===== src/rtl/pc_gen.sv =====
// pc_gen -- fetch-stage program-counter generator.
//
// Holds the PC register and picks the next PC each cycle from, in priority
// order: reset, trap vector, misaligned-redirect trap, redirect target, stall
// (hold), return-address-stack pop, and sequential pc + INC.
//
// Ports:
//   i_clk              clock, all state updates on the rising edge
//   i_rst              synchronous active-high reset
//   i_stall            hold PC (overridden by trap / redirect)
//   i_redirect_valid   load i_redirect_target as next PC
//   i_redirect_target  branch/jump destination
//   i_call             push pc + INC onto the RAS (only with redirect)
//   i_ret              pop the RAS top as next PC
//   i_trap             force next PC to TRAP_VEC
//   o_pc               registered current PC
//   o_pc_plus_inc      combinational o_pc + INC (wraps modulo 2^WIDTH)
//   o_ras_count        number of valid RAS entries
//   o_ras_underflow    1-cycle pulse: ret taken with an empty RAS
//   o_misaligned       1-cycle pulse: redirect target not a multiple of INC
module pc_gen #(
    parameter int               WIDTH     = 32,
    parameter int               INC       = 4,
    parameter logic [WIDTH-1:0] RESET_PC  = '0,
    parameter logic [WIDTH-1:0] TRAP_VEC  = WIDTH'(32'h0000_0080),
    parameter int               RAS_DEPTH = 4
) (
    input  logic                         i_clk,
    input  logic                         i_rst,
    input  logic                         i_stall,
    input  logic                         i_redirect_valid,
    input  logic [WIDTH-1:0]             i_redirect_target,
    input  logic                         i_call,
    input  logic                         i_ret,
    input  logic                         i_trap,
    output logic [WIDTH-1:0]             o_pc,
    output logic [WIDTH-1:0]             o_pc_plus_inc,
    output logic [$clog2(RAS_DEPTH):0]   o_ras_count,
    output logic                         o_ras_underflow,
    output logic                         o_misaligned
);

    localparam int               PW         = $clog2(RAS_DEPTH);
    localparam logic [WIDTH-1:0] W_INC      = WIDTH'(INC);
    // Low bits that must be zero in an aligned target; all-zero when INC == 1.
    localparam logic [WIDTH-1:0] ALIGN_MASK = WIDTH'(INC - 1);
    localparam logic [PW:0]      CNT_FULL   = (PW + 1)'(RAS_DEPTH);

    logic [WIDTH-1:0] r_pc;
    logic [WIDTH-1:0] r_ras [RAS_DEPTH];
    logic [PW-1:0]    r_top;     // index of the current top entry
    logic [PW:0]      r_cnt;
    logic             r_unf;
    logic             r_mis;

    logic [WIDTH-1:0] w_ppi;
    logic             w_tgt_mis;
    logic             w_mis_evt;
    logic             w_take_redir;
    logic             w_push;
    logic             w_repl;
    logic             w_ret_cyc;
    logic             w_pop;
    logic             w_unf;
    logic [PW-1:0]    w_top_inc;
    logic [PW-1:0]    w_top_dec;

    assign w_ppi        = r_pc + W_INC;
    assign w_tgt_mis    = (i_redirect_target & ALIGN_MASK) != '0;
    assign w_mis_evt    = !i_trap && i_redirect_valid && w_tgt_mis;
    assign w_take_redir = !i_trap && i_redirect_valid && !w_tgt_mis;
    // call+ret in one accepted redirect replaces the top instead of pushing.
    assign w_push       = w_take_redir && i_call && !i_ret;
    assign w_repl       = w_take_redir && i_call && i_ret;
    // ret only acts when nothing of higher priority claims the cycle.
    assign w_ret_cyc    = !i_trap && !i_redirect_valid && !i_stall && i_ret;
    assign w_pop        = w_ret_cyc && (r_cnt != '0);
    assign w_unf        = w_ret_cyc && (r_cnt == '0);
    assign w_top_inc    = r_top + 1'b1;
    assign w_top_dec    = r_top - 1'b1;

    always_ff @(posedge i_clk) begin
        if (i_rst) begin
            r_pc  <= RESET_PC;
            r_cnt <= '0;
            r_top <= '0;
            r_unf <= 1'b0;
            r_mis <= 1'b0;
        end else begin
            r_unf <= w_unf;
            r_mis <= w_mis_evt;

            if (i_trap || w_mis_evt)   r_pc <= TRAP_VEC;
            else if (w_take_redir)     r_pc <= i_redirect_target;
            else if (i_stall)          r_pc <= r_pc;
            else if (w_pop)            r_pc <= r_ras[r_top];
            else                       r_pc <= w_ppi;

            if (w_push) begin
                // Circular: when full, the pointer advances onto the oldest entry.
                r_top <= w_top_inc;
                if (r_cnt != CNT_FULL) r_cnt <= r_cnt + 1'b1;
            end else if (w_repl) begin
                if (r_cnt == '0) r_cnt <= (PW + 1)'(1);
            end else if (w_pop) begin
                r_top <= w_top_dec;
                r_cnt <= r_cnt - 1'b1;
            end
        end
    end

    // Stack storage is deliberately not cleared by reset.
    always_ff @(posedge i_clk) begin
        if (!i_rst) begin
            if (w_push)      r_ras[w_top_inc] <= w_ppi;
            else if (w_repl) r_ras[r_top]     <= w_ppi;
        end
    end

    assign o_pc            = r_pc;
    assign o_pc_plus_inc   = w_ppi;
    assign o_ras_count     = r_cnt;
    assign o_ras_underflow = r_unf;
    assign o_misaligned    = r_mis;

endmodule


===== config.mk =====
export PLATFORM = sky130hd
export DESIGN_NAME = pc_gen
export DESIGN_NICKNAME = d
export VERILOG_FILES = /design/src/rtl/pc_gen.sv
export SDC_FILE = /design/constraint.sdc
export NUM_CORES = 1
export LEC_CHECK = 0
export ABC_CLOCK_PERIOD_IN_PS = 4750
export CORE_UTILIZATION = 55
export DETAILED_ROUTE_END_ITERATION = 10
export GPL_ROUTABILITY_DRIVEN = 0
export PLACE_DENSITY = 0.88
export SKIP_CTS_REPAIR_TIMING = 1
export SLEW_MARGIN = 0
export SYNTH_ARGS = -nofsm -noshare
export SYNTH_HDL_FRONTEND = slang
export SYNTH_SLANG_ARGS = --single-unit

===== constraint.sdc =====
create_clock -name i_clk -period 4.75 [get_ports i_clk]
set_input_delay 0.475 -clock i_clk [delete_from_list [all_inputs] [get_ports i_clk]]
set_output_delay 0.475 -clock i_clk [all_outputs]
set_load 0.05 [all_outputs]

# After elaboration in Yosys (flattened, before gate mapping)
# Memories as Yosys holds them, arrays and structs flattened. A register that Yosys moved wholly into a read port is not among the register bits.
# Index checks and enable logic that the tools add are counted.
# word_totals
ff_bits	39
mem_bits_rw	128
output_inout_bits	69
n_memories	1
# classes
n_addsub	5
eq_ne	6
n_mux	24
n_reduce_logical	26
# mem_list
name	depth	word_bits	rd	rd_ports_with_merged_regs	wr	line	rtl
r_ras	4	32	1	1	1	50	logic [WIDTH-1:0] r_ras [RAS_DEPTH];
# ops
op	count
32-bit two-way mux	4
32-bit by 3-bit adder with 32-bit output, second input constant	1
32-bit nonzero test	1
32-bit OR reduction	1
3-bit two-way mux	5
2-bit two-way mux	6
1-bit logical AND	11
1-bit two-way mux	8
8-bit two-way mux	1
3-bit nonzero test	2
1-bit zero test	5
2-bit by 1-bit inequality test with 1-bit output, second input constant	2
3-bit by 1-bit adder with 3-bit output, second input constant	1
3-bit zero test	1
3-bit by 1-bit inequality test with 1-bit output, second input constant	1
3-bit by 2-bit inequality test with 1-bit output, second input constant	1
3-bit inequality test, second input constant	1
3-bit AND reduction	1
3-bit by 1-bit subtractor with 3-bit output, second input constant	1
2-bit by 1-bit adder with 2-bit output, second input constant	1
2-bit inequality test, second input constant	1
2-bit AND reduction	1
2-bit nonzero test	1
2-bit OR reduction	1
2 further kinds	2

# Logic depth before layout (Yosys ltp)
# depth
ltp_word	11
ltp_mapped	10
mapped_depth_nobuf	7

# Least setup slack after synthesis
# OpenSTA, ideal clock, no wires.
# synth_timing
kind	input-to-reg
startpoint	input i_trap
endpoint	memory r_ras[0][0] (enable)
setup_time_ns	0.461
arrival_ns	3.574
required_ns	4.289
path_slack_ns	0.715
cell_stages	4
n_path_buf	1
cell_sequence	nor4b_2 > nand2_1 > clkbuf_1 > nor3_1
# synth_between
elab_chain_len	11
# synth_lines
item	line	rtl
from (decl)	35	input logic i_trap,
1-bit zero test *	71	assign w_take_redir = !i_trap && i_redirect_valid && !w_tgt_mis;
1-bit logical AND * (2 in a row)	71	
1-bit logical AND *	73, 74	
1-bit logical AND	74	assign w_repl = w_take_redir && i_call && i_ret;
1-bit two-way mux	116	else if (w_repl) r_ras[r_top] <= w_ppi;
1-bit two-way mux	115	if (w_push) r_ras[w_top_inc] <= w_ppi;
1-bit two-way mux	114	if (!i_rst) begin
1-bit two-way mux (implied by the code)	116	
32-bit OR reduction (no source line)	n/a	
2-bit two-way mux (no source line) / 1-bit two-way mux (equally long branches)	n/a	
to (decl)	50	
# Mark *: on every way between the ends. The rest lies on a longest branch, timed or not.

# Final worst setup path
# layout_timing
startpoint	register r_pc[2], in the netlist o_pc[2]
endpoint	output o_pc_plus_inc[28]
# layout_between
elab_chain_len	1
# layout_lines
item	line	rtl
from (decl)	49	logic [WIDTH-1:0] r_pc;
from (signal assigned)	94	else if (w_take_redir) r_pc <= i_redirect_target;
from (signal assigned)	95	else if (i_stall) r_pc <= r_pc;
from (signal assigned)	96	else if (w_pop) r_pc <= r_ras[r_top];
32-bit by 3-bit adder with 32-bit output	68	assign w_ppi = r_pc + W_INC;
to (decl)	37	output logic [WIDTH-1:0] o_pc_plus_inc,
# No other way between the ends.

==> summary.md <==
| Metric | Value |
|---|---|
| Hold Vio Cnt, Final | 0 |
| Inst Count DP | 810 |
| Combinational share of power | 0.076 |
| Sw power | 0.721 mW |
| Syn Inst Count | 554 |
| Clock power share | 0.434 |
| Worst-path fanout max | 8 |
| Reg power frac | 0.490 |
| EDFF count, synth | 128 |
| Final slew viol count | 0 |
| Crit share post-route | 0.842 |
| CP arrival | 3.52 ns |
| TNS Setup | 0 ns |
| FF+latch count, synth | 169 |
| Peak supply drop | 0.266 mV |
| Antenna Violating Nets Remaining | 0 |
| Internal Pwr Total | 2.56 mW |
| Largest net degree at the start of global routing | 39 |
| RSZ-0062 raised after global routing | false |
| Yosys warning total | 0 |
| Worst Setup Start Kind | register |
| CP peak stage delay | 0.90 ns |
| Num CTS Buffers | 17 |
| CP Data Required Time | 4.28 ns |
| Row count | 42 |
| Routed vias | 5508 |
| Primary FF master, synth | edfxtp_1 |
| Starting Density | 0.568 |
| Worst path slowest cell | clkdlybuf4s50_1 |
| Fin nets | 696 |
| IO buf count | 107 |
| Clock Path Buffers | 2 |
| Final WL | 19.2 mm |
| Syn Std Cell Area | 7580 um^2 |
| Register area share after synthesis | 0.615 |
| Leak | 3.10 nW |
| Buf/Inv on CP | 2 |
| I/O pin count | 108 |
| Die area | 14300 um^2 |
| Post-synth cell types | 55 |
| Clock sink count | 169 |
| Fmax | 250 MHz |
| Skew final | 0.00874 ns |
| CP Class | register to primary output |
| Initial drt markers | 651 |
| Clock-pin slew on the worst setup and hold paths | 0.06 ns |
| Post-Syn Nets | 597 |
| Total of max-cap violations | 0 |
| Delay-heaviest family, CP | buffers and inverters |
| Fraction of registers with async set/reset | 0 |
| Initial antenna violation count | 0 |
| Worst-Skew Late Latency | 0.43 ns |
| Antenna Cells | 0 |
| Routed vias/inst | 6.54 |
| Final min period | 4.00 ns |
| Wire per inst | 22.8 um |
| Worst Tran Pin Value | 1.00 ns |
| Root buffer cell | clkbuf_16 |
| Chip height | 119 um |
| Final Power | 3.28 mW |
| First-pass DRT Iterations | 5 |
| DP Wirelength | 12.0 mm |
| Final core occ | 0.706 |
| CTS tree | done |
| Critical path, cell by cell | ha_1, inv_1, or4_1, nor3_2, nand3_1, xnor2_1, clkdlybuf4s50_1 |
| H-tree depth | 4 |
| First-pass GRT wire length | 30.1 mm |
| Slew HR | 0.334 |
| Layout cells sized above 1 | 0.140 |
| CP Capture Type | primary output |
| Remaining DRCs | 0 |
| Status | complete, no violations |
| Final non-filler cell total | 842 |
| Cell Pwr Density | 348 nW/um^2 |
| Post-Syn Area per Cell | 13.7 um^2 |
| Vias in the first global route | 5471 |
| Overall routing resource usage | 0.285 |
| Die Wd | 119 um |
| Grt total ovfl | 0 |
| Final setup vio count | 0 |
| Net Sw Frac | 0.220 |
| Core area | 13300 um^2 |
| Worst hold path type | register to register |
| Synth-to-Final Area Change | 24.3% |
-- synthesized netlist by cell type, types with 3 or more instances --
| cell | count | area share |
|---|---|---|
| nor2b_1 | 3 | 0.0025 |
| clkbuf_1 | 21 | 0.010 |
| ha_1 | 4 | 0.0066 |
| or4_1 | 3 | 0.0030 |
| edfxtp_1 | 128 | 0.51 |
| nand2b_1 | 4 | 0.0033 |
| a221oi_1 | 6 | 0.0069 |
| a221o_1 | 17 | 0.022 |
| a21oi_1 | 35 | 0.023 |
| buf_4 | 4 | 0.0040 |
| o211a_1 | 6 | 0.0079 |
| and4_1 | 4 | 0.0046 |
| and2_1 | 3 | 0.0025 |
| a31oi_1 | 6 | 0.0050 |
| a211oi_1 | 4 | 0.0040 |
| nand4_1 | 14 | 0.012 |
| a22oi_1 | 6 | 0.0059 |
| nor2_1 | 21 | 0.010 |
| or3_1 | 3 | 0.0025 |
| nand2_1 | 20 | 0.0099 |
| xnor2_1 | 26 | 0.030 |
| nand3_1 | 13 | 0.0086 |
| xor2_1 | 3 | 0.0035 |
| nor3_1 | 18 | 0.012 |
| buf_2 | 15 | 0.0099 |
| and3_1 | 6 | 0.0050 |
| o21ai_0 | 39 | 0.026 |
| dfxtp_1 | 41 | 0.11 |
| mux4_2 | 32 | 0.095 |
| inv_1 | 14 | 0.0069 |
| nor3b_1 | 5 | 0.0050 |
-- layout make-up --
type                    instances  area, um^2
clock inverters                15         183
flip-flops and latches        169        4670
fillers                       887        3920
multi-input cells             330        2700
repair buffers                121        1180
inverters                      14        52.6
well taps                     176         220
clock buffers                  17         425
-- state kept, by name (all words and copies together) (netlist names), named ones only --
name             cells
o_ras_count          3
o_misaligned         1
r_ras              128
o_ras_underflow      1
r_top                2
o_pc                30
-- kinds of logic (layout without fill, tap and decap cells) --
family,count (synthesis),in the layout,share of synthesized area
adder cells (fa/ha/maj),4,4,0.00660
AO/OA/AOI/OAI,135,135,0.119
flip-flops,169,169,0.615
multiplexers,33,33,0.0964
buffers and inverters,55,167,0.0327
XOR/XNOR,29,29,0.0335
AND/OR/NAND/NOR,129,129,0.0964
-- per-stage QoR --
| stage | setup slack, ns | area (um^2) | hold WS (ns) |
|---|---|---|---|
| 6_report | 0.750 | 9430 | 0.543 |
| 5_1_grt | 0.545 | 9430 | 0.564 |
| 4_1_cts | 0.748 | 9430 | 0.542 |
| 3_5_place_dp | 1.23 | 8820 | 0.525 |
| 2_1_floorplan | 0.715 | 7580 | 0.551 |
| 3_3_place_gp | 1.37 | 8820 | 0.517 |
-- worst register-to-register path: cells and delay by family, from the launching register on --
family	cells	cell delay [ns]
multiplexers	1	0.61
flip-flops	1	0.98
AO/OA/AOI/OAI	3	0.77
-- worst paths after layout --
check | start | to | slack, ns | cells past startpoint
min reg2reg | o_pc[11] | o_pc[11] | 0.54 | 2
max | o_pc[2] | o_pc_plus_inc[28] | 0.75 | 7
min | o_pc[11] | o_pc[11] | 0.54 | 2
max reg2reg | register | o_pc[17] | 2.27 | 4
-- layer usage --
metal	wire, um	share of wire	global-route usage	vias up
met5	0	0	0	-
met4	559	0.029	0.139	0
met3	1570	0.082	0.0546	52
met2	9540	0.50	0.459	349
met1	7530	0.39	0.373	2720
li1	-	-	-	2387
-- power by group through the flow --
stage / Sequential [mW] / Clock, mW / Combinational (mW)
after CTS: 1.61 / 1.43 / 0.246
after global routing: 1.61 / 1.49 / 0.260
after detailed placement: 1.64 / 0 / 0.244
after floorplan: 1.66 / 0 / 0.122
final: 1.61 / 1.42 / 0.248
after global placement: 1.64 / 0 / 0.238
-- layout by cell type (no fill, tap or decap), types with 13 or more instances in the layout --
master	n
edfxtp_1	128
clkdlybuf4s50_1	107
dfxtp_1	40
o21ai_0	39
a21oi_1	35
mux4_2	32
xnor2_1	26
nand2_1	20
nor2_1	18
a221o_1	17
clkbuf_16	17
nor3_1	16
nand4_1	14
inv_1	14
buf_4	14
nand3_1	13
Note: power is estimated with default switching activity, not from simulation.
